File: src/rtl/multicycle_control_if.sv
// multicycle_control_if: decoded instruction fields in, datapath enables and mux selects out.
// master is the control FSM side, slave is the datapath side.
interface multicycle_control_if;
    logic [6:0] op;
    logic [2:0] funct3;
    logic       funct7b5;
    logic       zero;
    logic       mem_ready;
    logic       PCWrite;
    logic       AdrSrc;
    logic       MemWrite;
    logic       IRWrite;
    logic [1:0] ResultSrc;
    logic [1:0] ALUSrcA;
    logic [1:0] ALUSrcB;
    logic [1:0] ImmSrc;
    logic [2:0] ALUControl;
    logic       RegWrite;
    logic       Illegal;

    modport master (
        input  op, funct3, funct7b5, zero, mem_ready,
        output PCWrite, AdrSrc, MemWrite, IRWrite, ResultSrc, ALUSrcA, ALUSrcB,
               ImmSrc, ALUControl, RegWrite, Illegal
    );

    modport slave (
        output op, funct3, funct7b5, zero, mem_ready,
        input  PCWrite, AdrSrc, MemWrite, IRWrite, ResultSrc, ALUSrcA, ALUSrcB,
               ImmSrc, ALUControl, RegWrite, Illegal
    );
endinterface

File: src/rtl/multicycle_control.sv
// multicycle_control: main control FSM of the multicycle RV32I core (lw, sw, R/I ALU, beq/bne, jal).
// Define MULTICYCLE_CTRL_MEM_WAIT_EN to stall FETCH/MEMREAD/MEMWRITE until mem_ready.
module multicycle_control (
    input  logic clk,
    input  logic reset,
    multicycle_control_if.master bus
);
    typedef enum logic [3:0] {
        S_FETCH, S_DECODE, S_MEMADR, S_MEMREAD, S_MEMWB, S_MEMWRITE,
        S_EXECR, S_EXECI, S_ALUWB, S_BRANCH, S_JAL
    } state_t;

    state_t     r_state, w_next, w_dec_next;
    logic       w_mem_ok, w_pcwrite, w_adrsrc, w_memwrite, w_irwrite, w_regwrite, w_illegal;
    logic [1:0] w_resultsrc, w_srca, w_srcb, w_immsrc;
    logic [2:0] w_aluctl, w_alu_dec;
    logic       w_is_sw;

`ifdef MULTICYCLE_CTRL_MEM_WAIT_EN
    assign w_mem_ok = bus.mem_ready;
`else
    // memory always completes in one cycle, so mem_ready is a don't-care
    assign w_mem_ok = bus.mem_ready | 1'b1;
`endif

    assign w_is_sw = (bus.op == 7'b0100011);

    assign w_dec_next = (bus.op == 7'b0000011 || w_is_sw) ? S_MEMADR  :
                        (bus.op == 7'b0110011)            ? S_EXECR   :
                        (bus.op == 7'b0010011)            ? S_EXECI   :
                        (bus.op == 7'b1100011)            ? S_BRANCH  :
                        (bus.op == 7'b1101111)            ? S_JAL     : S_FETCH;

    // funct7b5 selects sub only for R-type; addi's imm[10] lands on the same bit
    assign w_alu_dec = (bus.funct3 == 3'b000) ? ((r_state == S_EXECR && bus.funct7b5) ? 3'b001 : 3'b000) :
                       (bus.funct3 == 3'b010) ? 3'b101 :
                       (bus.funct3 == 3'b110) ? 3'b011 :
                       (bus.funct3 == 3'b111) ? 3'b010 : 3'b000;

    always_ff @(posedge clk or posedge reset) begin
        if (reset) r_state <= S_FETCH;
        else       r_state <= w_next;
    end

    always_comb begin
        w_next      = S_FETCH;
        w_pcwrite   = 1'b0;
        w_adrsrc    = 1'b0;
        w_memwrite  = 1'b0;
        w_irwrite   = 1'b0;
        w_regwrite  = 1'b0;
        w_illegal   = 1'b0;
        w_resultsrc = 2'b00;
        w_srca      = 2'b00;
        w_srcb      = 2'b00;
        w_immsrc    = 2'b00;
        w_aluctl    = 3'b000;
        case (r_state)
            S_FETCH: begin
                w_irwrite   = w_mem_ok;
                w_pcwrite   = w_mem_ok;
                w_srcb      = 2'b10;
                w_resultsrc = 2'b10;
                w_next      = w_mem_ok ? S_DECODE : S_FETCH;
            end
            S_DECODE: begin
                w_srca    = 2'b01;
                w_srcb    = 2'b01;
                w_immsrc  = 2'b10;
                w_illegal = (w_dec_next == S_FETCH);
                w_next    = w_dec_next;
            end
            S_MEMADR: begin
                w_srca   = 2'b10;
                w_srcb   = 2'b01;
                w_immsrc = w_is_sw ? 2'b01 : 2'b00;
                w_next   = w_is_sw ? S_MEMWRITE : S_MEMREAD;
            end
            S_MEMREAD: begin
                w_adrsrc = 1'b1;
                w_next   = w_mem_ok ? S_MEMWB : S_MEMREAD;
            end
            S_MEMWB: begin
                w_resultsrc = 2'b01;
                w_regwrite  = 1'b1;
            end
            S_MEMWRITE: begin
                w_adrsrc   = 1'b1;
                w_memwrite = 1'b1;
                w_next     = w_mem_ok ? S_FETCH : S_MEMWRITE;
            end
            S_EXECR: begin
                w_srca   = 2'b10;
                w_aluctl = w_alu_dec;
                w_next   = S_ALUWB;
            end
            S_EXECI: begin
                w_srca   = 2'b10;
                w_srcb   = 2'b01;
                w_aluctl = w_alu_dec;
                w_next   = S_ALUWB;
            end
            S_ALUWB: w_regwrite = 1'b1;
            S_BRANCH: begin
                w_srca    = 2'b10;
                w_aluctl  = 3'b001;
                w_pcwrite = bus.zero ^ bus.funct3[0];
            end
            S_JAL: begin
                w_srca    = 2'b01;
                w_srcb    = 2'b10;
                w_pcwrite = 1'b1;
                w_next    = S_ALUWB;
            end
            default: w_next = S_FETCH;
        endcase
    end

    // write enables are gated so nothing commits while reset is held
    assign bus.PCWrite    = w_pcwrite & ~reset;
    assign bus.MemWrite   = w_memwrite & ~reset;
    assign bus.IRWrite    = w_irwrite & ~reset;
    assign bus.RegWrite   = w_regwrite & ~reset;
    assign bus.Illegal    = w_illegal & ~reset;
    assign bus.AdrSrc     = w_adrsrc;
    assign bus.ResultSrc  = w_resultsrc;
    assign bus.ALUSrcA    = w_srca;
    assign bus.ALUSrcB    = w_srcb;
    assign bus.ImmSrc     = w_immsrc;
    assign bus.ALUControl = w_aluctl;
endmodule

File: src/flat_wrapper.sv
// flat-port wrapper written by rule: the top's interface ports become plain ports
module multicycle_control_flat 
  (clk, reset, bus_op, bus_funct3, bus_funct7b5, bus_zero, bus_mem_ready, bus_PCWrite, bus_AdrSrc, bus_MemWrite, bus_IRWrite, bus_ResultSrc, bus_ALUSrcA, bus_ALUSrcB, bus_ImmSrc, bus_ALUControl, bus_RegWrite, bus_Illegal);
  multicycle_control_if bus_i ();
  input  logic clk;
  input  logic reset;
  input wire logic [$bits(bus_i.op)-1:0] bus_op;
  input wire logic [$bits(bus_i.funct3)-1:0] bus_funct3;
  input wire logic [$bits(bus_i.funct7b5)-1:0] bus_funct7b5;
  input wire logic [$bits(bus_i.zero)-1:0] bus_zero;
  input wire logic [$bits(bus_i.mem_ready)-1:0] bus_mem_ready;
  output wire logic [$bits(bus_i.PCWrite)-1:0] bus_PCWrite;
  output wire logic [$bits(bus_i.AdrSrc)-1:0] bus_AdrSrc;
  output wire logic [$bits(bus_i.MemWrite)-1:0] bus_MemWrite;
  output wire logic [$bits(bus_i.IRWrite)-1:0] bus_IRWrite;
  output wire logic [$bits(bus_i.ResultSrc)-1:0] bus_ResultSrc;
  output wire logic [$bits(bus_i.ALUSrcA)-1:0] bus_ALUSrcA;
  output wire logic [$bits(bus_i.ALUSrcB)-1:0] bus_ALUSrcB;
  output wire logic [$bits(bus_i.ImmSrc)-1:0] bus_ImmSrc;
  output wire logic [$bits(bus_i.ALUControl)-1:0] bus_ALUControl;
  output wire logic [$bits(bus_i.RegWrite)-1:0] bus_RegWrite;
  output wire logic [$bits(bus_i.Illegal)-1:0] bus_Illegal;
  assign bus_i.op = bus_op;
  assign bus_i.funct3 = bus_funct3;
  assign bus_i.funct7b5 = bus_funct7b5;
  assign bus_i.zero = bus_zero;
  assign bus_i.mem_ready = bus_mem_ready;
  assign bus_PCWrite = bus_i.PCWrite;
  assign bus_AdrSrc = bus_i.AdrSrc;
  assign bus_MemWrite = bus_i.MemWrite;
  assign bus_IRWrite = bus_i.IRWrite;
  assign bus_ResultSrc = bus_i.ResultSrc;
  assign bus_ALUSrcA = bus_i.ALUSrcA;
  assign bus_ALUSrcB = bus_i.ALUSrcB;
  assign bus_ImmSrc = bus_i.ImmSrc;
  assign bus_ALUControl = bus_i.ALUControl;
  assign bus_RegWrite = bus_i.RegWrite;
  assign bus_Illegal = bus_i.Illegal;
  multicycle_control u_core (.clk(clk), .reset(reset), .bus(bus_i));
endmodule
File: config.mk
export PLATFORM = sky130hd
export DESIGN_NAME = multicycle_control_flat
export DESIGN_NICKNAME = d
export VERILOG_FILES = /design/src/rtl/multicycle_control_if.sv /design/src/rtl/multicycle_control.sv /design/src/flat_wrapper.sv
export SDC_FILE = /design/constraint.sdc
export NUM_CORES = 1
export LEC_CHECK = 0
export BUFFER_PORTS_ARGS = -buffer_cell sky130_fd_sc_hd__buf_2
export CAP_MARGIN = 5
export CORE_AREA = 3 3 40 42
export DETAILED_ROUTE_END_ITERATION = 8
export DIE_AREA = 0 0 43 45
export PLACE_DENSITY_LB_ADDON = 0.12
export SYNTH_ARGS = -nofsm -noshare
export SYNTH_HDL_FRONTEND = slang
export SYNTH_SLANG_ARGS = --single-unit
export TNS_END_PERCENT = 5
File: constraint.sdc
create_clock -name clk -period 1.85 [get_ports clk]
set_input_delay 0 -clock clk [delete_from_list [all_inputs] [get_ports clk]]
set_output_delay 0 -clock clk [all_outputs]
set_load 0.05 [all_outputs]
After elaboration in Yosys (flattened, before gate mapping)
Index checks and enable logic that the tools add are counted.

Logic and storage cells: 64. Flip-flop bits (word level): 4.

Bitwise logic cells: 7. Reductions and logical operators: 13. Equal/unequal tests: 19. Mux-type cells: 24.

Operators with widths (count): 4-bit 2-to-1 mux (5); 4-bit one-hot mux with 5 select lines (1); 4-bit by 3-bit equality test with 1-bit output, second input constant (4); 2-bit one-hot mux with 2 select lines (4); 7-bit by 6-bit equality test with 1-bit output, second input constant (2); 7-bit equality test, second input constant (2); 4-bit equality test, second input constant (3); 3-bit 2-to-1 mux (4); 2-bit OR reduction (5); 4-bit by 2-bit equality test with 1-bit output, second input constant (2); 4-bit zero test (2); 7-bit by 2-bit equality test with 1-bit output, second input constant (1); 7-bit by 5-bit equality test with 1-bit output, second input constant (1); 1-bit 2-to-1 mux (7); 3-bit equality test, second input constant (2); 3-bit one-hot mux with 2 select lines (1); 3-bit OR reduction (2); 1-bit bitwise AND (5); 4-bit by 1-bit equality test with 1-bit output, second input constant (1); 4-bit OR reduction (1); 3-bit by 2-bit equality test with 1-bit output, second input constant (1); 3-bit zero test (1); 2-bit 2-to-1 mux (1); 1-bit one-hot mux with 2 select lines (1); other kinds (4) (4).

Longest topological paths before layout
Gate-level depths: netlist (run 1).

Depth after elaboration: 9. Depth in mapped cells: 5. Mapped depth without buffers: 4.

Least setup slack after synthesis (run 1)
No wires, ideal clock.

Path type: reg-to-output. Start point: register u_core.r_state[2]. End point: output bus_ALUControl[2]. Path slack: -0.532 ns. Data arrival time: 2.382 ns. Buffers on the path: 1. Cell stages (with the launch flop): 5. Data required time: 1.850 ns. Path through: dfrtp_1 > buf_2 > nor2b_1 > nand2_1 > nor4b_1.

Cells in the longest elaborated chain, start to end: 3. Elaborated cells on any way between the ends: 5.

RTL lines: start: declaration (line multicycle_control.sv:13) `state_t r_state, w_next, w_dec_next;`; start signal: assignment (line multicycle_control.sv:42) `else r_state <= w_next;`; 4-bit by 3-bit equality test with 1-bit output (line multicycle_control.sv:58) `case (r_state)`; 2-bit OR reduction (no source line); 3-bit one-hot mux with 2 select lines (*) (line multicycle_control.sv:58); end: declaration (line flat_wrapper.sv:20) `output wire logic [$bits(bus_i.ALUControl)-1:0] bus_ALUControl;`.

Mark *: on every way between the ends. The rest lies on a longest branch, timed or not.

Final worst setup path (run 1)
Start point: register u_core.r_state[2]. End point: output bus_ImmSrc[0].

Cells in the longest elaborated chain, start to end: 2. Elaborated cells on any way between the ends: 3.

RTL lines: 4-bit by 2-bit equality test with 1-bit output / 4-bit by 1-bit equality test with 1-bit output (equally long branches) (line multicycle_control.sv:58); 2-bit one-hot mux with 2 select lines (*) (line multicycle_control.sv:58); end: declaration (line flat_wrapper.sv:19) `output wire logic [$bits(bus_i.ImmSrc)-1:0] bus_ImmSrc;`.

Marked as above.

==> results of run 1 <==
## routing by layer
metal | wire [microns] | part of all wire [%]
met1 | 707 | 49
met2 | 660 | 46
met3 | 79 | 5.5
met4 | 0 | 0
met5 | 0 | 0
## cells in the mapped netlist
library cell / count
inv_1: 1
a21o_2: 2
nand2b_1: 5
or2_0: 1
or3b_2: 1
a22oi_1: 1
a21oi_1: 6
o21ai_0: 1
nor2_1: 6
nand2_1: 6
nor4_2: 1
xor2_1: 2
nand4_1: 2
xnor2_1: 2
dfrtp_1: 4
clkbuf_1: 3
o21bai_1: 1
or4_1: 1
and2_1: 1
o32a_1: 1
nor4b_1: 1
and3_1: 1
or2_4: 1
or2_1: 1
buf_2: 4
nor3_1: 5
o21ai_1: 1
o31ai_1: 2
nor2b_1: 5
nand3b_1: 1
nand3_1: 2
nor4_1: 3
and4_1: 1
nor3b_1: 2
a211oi_1: 1
## power groups by stage
stage                     combinational, mW  clock [mW]  sequential (mW)
final                                 0.583       0.108            0.169
after floorplan                       0.524           0            0.105
after detailed placement              0.583           0            0.166
after global routing                  0.620       0.119            0.175
after global placement                0.578           0            0.163
after CTS                             0.586       0.111            0.165
## cell type report
cell class | count | area (sq um) | share of cell area (%)
timing repair buffer | 31 | 160 | 21.9
clock buffer | 3 | 22.5 | 3.08
multi-input combinational | 67 | 423 | 57.8
tap | 15 | 18.8 | 2.56
sequential | 4 | 104 | 14.2
inverter | 1 | 3.75 | 0.513
## final timing paths
check | to | slack (ns) | startpoint
worst max-delay path | bus_ImmSrc[0] | 0.17 | u_core.r_state[2]$_DFF_PP0_
worst max register to register | u_core.r_state[1]$_DFF_PP0_ | 0.42 | u_core.r_state[2]$_DFF_PP0_
max in group asynchronous | u_core.r_state[3]$_DFF_PP0_ | 1.44 | reset
worst min register to register | u_core.r_state[0]$_DFF_PP0_ | 0.70 | u_core.r_state[0]$_DFF_PP0_
min in group asynchronous | u_core.r_state[2]$_DFF_PP0_ | 0.25 | reset
worst min-delay path | u_core.r_state[2]$_DFF_PP0_ | 0.07 | bus_op[4]
## worst max-delay path: stages, from the launching register on
cell and delay, ns:
dfrtp_1 0.49, or2_1 0.36, nor2b_1 0.20, and2_1 0.14, buf_2 0.25
## stage by stage
step / instances / hold slack [ns] / cell area, sq um / power, mW
global placement: 117 / -0.0603 / 696 / 0.741
CTS: 121 / 0.0643 / 728 / 0.862
global route: 121 / 0.0730 / 732 / 0.913
floorplan: 79 / -0.234 / 558 / 0.629
finish: 121 / 0.0705 / 732 / 0.860
detailed placement: 117 / -0.0580 / 696 / 0.750
## kinds of logic after synthesis
kind of cell / after synthesis / share of synthesized area (%)
AO/OA/AOI/OAI: 16 / 19.0
XOR/XNOR: 4 / 6.35
buffers and inverters: 8 / 6.35
flip-flops: 4 / 18.1
AND/OR/NAND/NOR: 47 / 50.1
## what timing repair did
action | in CTS | in global routing
hold buffers | 1 | 0
endpoints found under the setup margin | 0 | 5
endpoints found under the hold margin | 4 | 0
gates resized for setup | 0 | 3
==> results.md, run 1 <==
- Status: complete, no violations
- Global routing usage on met2: 26.0%
- Share of cells above drive strength 1: 39.6%
- Share of the synthesized area in the top cell type: 18.1%
- Total number of vias: 639
- Flop pwr share: 19.6%
- Worst min path class: primary input to flop
- Max Cap Violations: 0
- Clk pwr share: 12.5%
- Core ar.: 0.00128 sq mm
- Chip width: 43 microns
- Nets@finish: 123
- Combinational fraction of design power: 67.9%
- CP startpoint kind: flop
- Power Dens Cells: 1170 mW/mm^2
- Reg clk slew, reported paths: 0.04 ns
- Synthesis Warnings: 0
- # clock sinks: 4
- DRC: 0
- Final WS setup: 0.166 ns
- Root buffer cell: clkbuf_4
- GP Congestion: 0.763
- Filler instances: 137
- Routed Wire Length: 1.45 mm
- Most common cell after layout, fill and taps aside: buf_2
- Post-synth top area cell: dfrtp_1
- Post-route ant nets: 0
- # diodes: 0
- First drt pass iteration count: 4
- Total CTS buffers: 3
- First-pass GRT wire length: 2.35 mm
- RSZ-0062 raised after global routing: no
- Psw: 0.528 mW
- Post-synthesis cell area: 552 sq um
- Number of flip-flops in the largest register: 4
- Ports: 32
- Final setup vio count: 0
- Post-layout util: 57.0%
- Initial DRC Count: 7
- Most frequent cells in the layout: buf_2, nor2_1, nand2_1, a21oi_1
- Top flop regs: u_core.r_state: 4 flops
- Clock buffer depth: 2
- Mean post-synth cell area: 6.98 sq um
- Busiest metal layer after global routing: met2
- Port Buf Inserts: 30
- Max Clock Freq: 0.594 GHz
- Routed WL per cell: 12.0 microns
- Critical Path AT: 1.68 ns
- # H-tree levels: 1
- CTS tree: done
- GRT Overall Usage: 15.9%
- Initial Util: 42.9%
- Layout Skew: 0.00459 ns
- Die ar.: 0.00194 sq mm
- Final Hold Viols: 0
- Hold Path Depth: 3
- Vias in the first global route: 539
- Post-Place Worst Slack: 0.278 ns
- Final Max Tran Viols: 0
- Setup TNS: 0 ns
- Syn Nets: 94
- Final worst path period share: 91.1%
- Post-CTS Setup Inserts: 0
- Met1 GRT Util: 20.7%
- Min Tclk post-route: 1.68 ns
- Clock Latency Late Sink: 0.23 ns
- Top reg by flops: u_core.r_state
- Initial antenna violation count: 0
- Register area share after synthesis: 18.1%
- Worst vdd ir: 524 uV
- Worst slew pin tran: 0.354 ns
- Slew headroom: 76.4%
- Area delta synth->final: 32.7%
- Synth Register Bits: 4
- Hpwl dp: 1.11 mm
- Worst r2r path cells: 4
- Largest net degree at the start of global routing: 20
- Synth top area cells: dfrtp_1, nand2b_1, nor2b_1
- Met3 Use GR: 2.39%
- Sw Ratio: 61.4%
- Critical path class: flop to primary output
- Crit end category: primary output
- # rows: 13
- Die H: 45 microns
- Pleak: 0.346 nW
- Number of library cell types mapped by synthesis: 35
- Critical Path Fanout Max: 11
- Mapped Cells: 79
- Congestion Overflow GR: 0
- Internal Power: 0.331 mW
- Via-to-Cell Ratio: 5.28
- CP required: 1.85 ns
No activity file was read; power rests on OpenSTA's default activity.
==> run 2, diff against run 1 <==
- CELL_PAD_IN_SITES_DETAIL_PLACEMENT: default -> 0
- CELL_PAD_IN_SITES_GLOBAL_PLACEMENT: default -> 1
- CORE_AREA: 3 3 40 42 -> default
- CORE_MARGIN: default -> 3
- CORE_UTILIZATION: default -> 30
- DIE_AREA: 0 0 43 45 -> default
==> results.md, run 2 (synthesis results as in run 1) <==
- Status: complete, no violations (unchanged)
- Core ar.: 0.00161 sq mm (was 0.00128 sq mm)
- CP required: 1.85 ns (about the same)
- Critical Path AT: 1.71 ns (was 1.68 ns)
- Final Max Tran Viols: 0 (unchanged)
- Worst min path class: primary input to flop (unchanged)
- DR top layer: met3 (unchanged)
- Chip width: 48.9 microns (was 43 microns)
- First drt pass iteration count: 4 (unchanged)
- Critical path class: flop to primary output (unchanged)
- Worst slew pin tran: 0.437 ns (was 0.354 ns)
- Die H: 48.9 microns (was 45 microns)
- Filler instances: 183 (was 137)
- GRT Overall Usage: 13.0% (was 15.9%)
- Multi-input logic area: 423 sq um (unchanged)
- Reg clk slew, reported paths: 0.03 ns (was 0.04 ns)
- Max Clock Freq: 0.585 GHz (was 0.594 GHz)
- Port Buf Inserts: 30 (unchanged)
- Root buffer cell: clkbuf_4 (unchanged)
- CP startpoint kind: flop (unchanged)
- Worst vdd ir: 483 uV (was 524 uV)
- CP top delay family: simple AND/OR/NAND/NOR gates (unchanged)
- Top reg by flops: u_core.r_state (unchanged)
- CTS tree: done (unchanged)
- Nets@finish: 125 (was 123)
- CP bufs+invs: 1 (unchanged)
- Max Cap Violations: 0 (unchanged)
- # H-tree levels: 1 (unchanged)
- CP cell instances: or2_1 > nor2b_1 > and2_1 > buf_2 (unchanged)
- Slew headroom: 70.8% (was 76.4%)
- Number of flip-flops in the largest register: 4 (unchanged)
- RSZ-0062 raised after global routing: no (unchanged)
- DRC: 0 (unchanged)
- Die ar.: 0.00239 sq mm (was 0.00194 sq mm)
- Share of cells above drive strength 1: 38.0% (was 39.6%)
- Layout Skew: 0.00333 ns (was 0.00459 ns)
- Max incr delay on CP: 0.53 ns (was 0.49 ns)
- Final setup vio count: 0 (unchanged)
- Flip-flop and latch area: 100 sq um (was 104 sq um)
- Cell Count, Final, Fillers Out: 132 (was 121)
- Post-route ant nets: 0 (unchanged)
- Flop pwr share: 17.1% (was 19.6%)
- Power Dens Cells: 1150 mW/mm^2 (was 1170 mW/mm^2)
- Combinational fraction of design power: 70.8% (was 67.9%)
- Psw: 0.527 mW (was 0.528 mW)
- Routed WL per cell: 11.3 microns (was 12.0 microns)
- Most frequent cells in the layout: buf_2, nor2_1, nand2_1, a21oi_1 (unchanged)
- GP Congestion: 0.743 (was 0.763)
- Top flop regs: u_core.r_state: 4 flops (unchanged)
- Internal Power: 0.344 mW (was 0.331 mW)
- Initial DRC Count: 15 (was 7)
- Sw Ratio: 60.5% (was 61.4%)
- Total number of vias: 649 (was 639)
- DR WL met2: 687 microns (was 660 microns)
- Largest net degree at the start of global routing: 16 (was 20)
- Final worst path period share: 92.4% (was 91.1%)
- Via-to-Cell Ratio: 4.92 (was 5.28)
- Initial antenna violation count: 0 (unchanged)
- Hpwl dp: 1.19 mm (was 1.11 mm)
- Congestion Overflow GR: 0 (unchanged)
- Clk pwr share: 12.1% (was 12.5%)
- # rows: 14 (was 13)
- First-pass GRT wire length: 2.53 mm (was 2.35 mm)
- Clock Latency Late Sink: 0.23 ns (about the same)
- Routed length on met1: 744 microns (was 707 microns)
- Slowest-stage cell, CP: dfrtp_1 (unchanged)
- Crit end category: primary output (unchanged)
- Total CTS buffers: 3 (unchanged)
- Pleak: 0.360 nW (was 0.346 nW)
- Final Hold Viols: 0 (unchanged)
- Routed Wire Length: 1.49 mm (was 1.45 mm)
- # clock sinks: 4 (unchanged)
- Critical Path Fanout Max: 15 (was 11)
- WL met3: 56 microns (was 79 microns)
- Placed insts: 128 (was 117)
- Area delta synth->final: 36.7% (was 32.7%)
- Most common cell after layout, fill and taps aside: buf_2 (unchanged)
- Min Tclk post-route: 1.71 ns (was 1.68 ns)
- Ports: 32 (unchanged)
- Clock buffer depth: 2 (unchanged)
- Vias in the first global route: 590 (was 539)
- Total Power: 0.871 mW (was 0.860 mW)
- Initial Util: 34.2% (was 42.9%)
- # diodes: 0 (unchanged)
[run 2: worst paths after layout]
check,from,end,slack [ns],cells past startpoint
max reg2reg,u_core.r_state[3]$_DFF_PP0_,u_core.r_state[1]$_DFF_PP0_,0.38,3
max,u_core.r_state[3]$_DFF_PP0_,bus_ImmSrc[0],0.14,4
min in group asynchronous,reset,u_core.r_state[1]$_DFF_PP0_,0.25,3
min,bus_op[4],u_core.r_state[2]$_DFF_PP0_,0.08,3
min reg2reg,u_core.r_state[1]$_DFF_PP0_,u_core.r_state[2]$_DFF_PP0_,0.79,2
max in group asynchronous,reset,u_core.r_state[3]$_DFF_PP0_,1.45,3
[run 2: power groups by stage]
stage	Sequential [mW]	Combinational, mW	Clock [mW]
floorplan	0.105	0.524	0
global placement	0.150	0.616	0
detailed placement	0.152	0.618	0
CTS	0.150	0.621	0.109
global route	0.157	0.658	0.117
finish	0.149	0.616	0.105
[run 2: worst min-delay path, cell delays in order]
cell,delay (ns)
buf_2,0.12
nand3_1,0.08
a21oi_1,0.06
[run 2: cell type report]
type	count	area share (%)
repair buffers	33	23.2
multi-input cells	67	56.1
clock buffers	3	2.99
well taps	24	3.98
flip-flops and latches	4	13.3
inverters	1	0.498
[run 2: timing repair]
action | CTS | global route
hold endpoints to repair | 4 | 0
buffers inserted | 0 | 0
hold buffers | 1 | 0
gates resized for setup | 0 | 0
[run 2: stage by stage]
step / setup TNS, ns / instance area (sq um) / setup slack [ns] / hold WS [ns] / util [%]
3_3_place_gp: 0 / 722 / 0.365 / -0.0531 / 44.8
4_1_cts: 0 / 754 / 0.113 / 0.0697 / 46.8
6_report: 0 / 754 / 0.141 / 0.0766 / 46.8
3_5_place_dp: 0 / 722 / 0.362 / -0.0508 / 44.8
5_1_grt: 0 / 754 / 0.0214 / 0.0901 / 46.8
2_1_floorplan: -1.52 / 558 / -0.425 / -0.234 / -
[run 2: routing by layer]
| metal | track usage [%] | vias to the layer above |
|---|---|---|
| li1 | - | 347 |
| met1 | 17.5 | 287 |
| met2 | 19.9 | 15 |
| met3 | 1.22 | 0 |
| met4 | 8.06 | 0 |
| met5 | 0 | - |
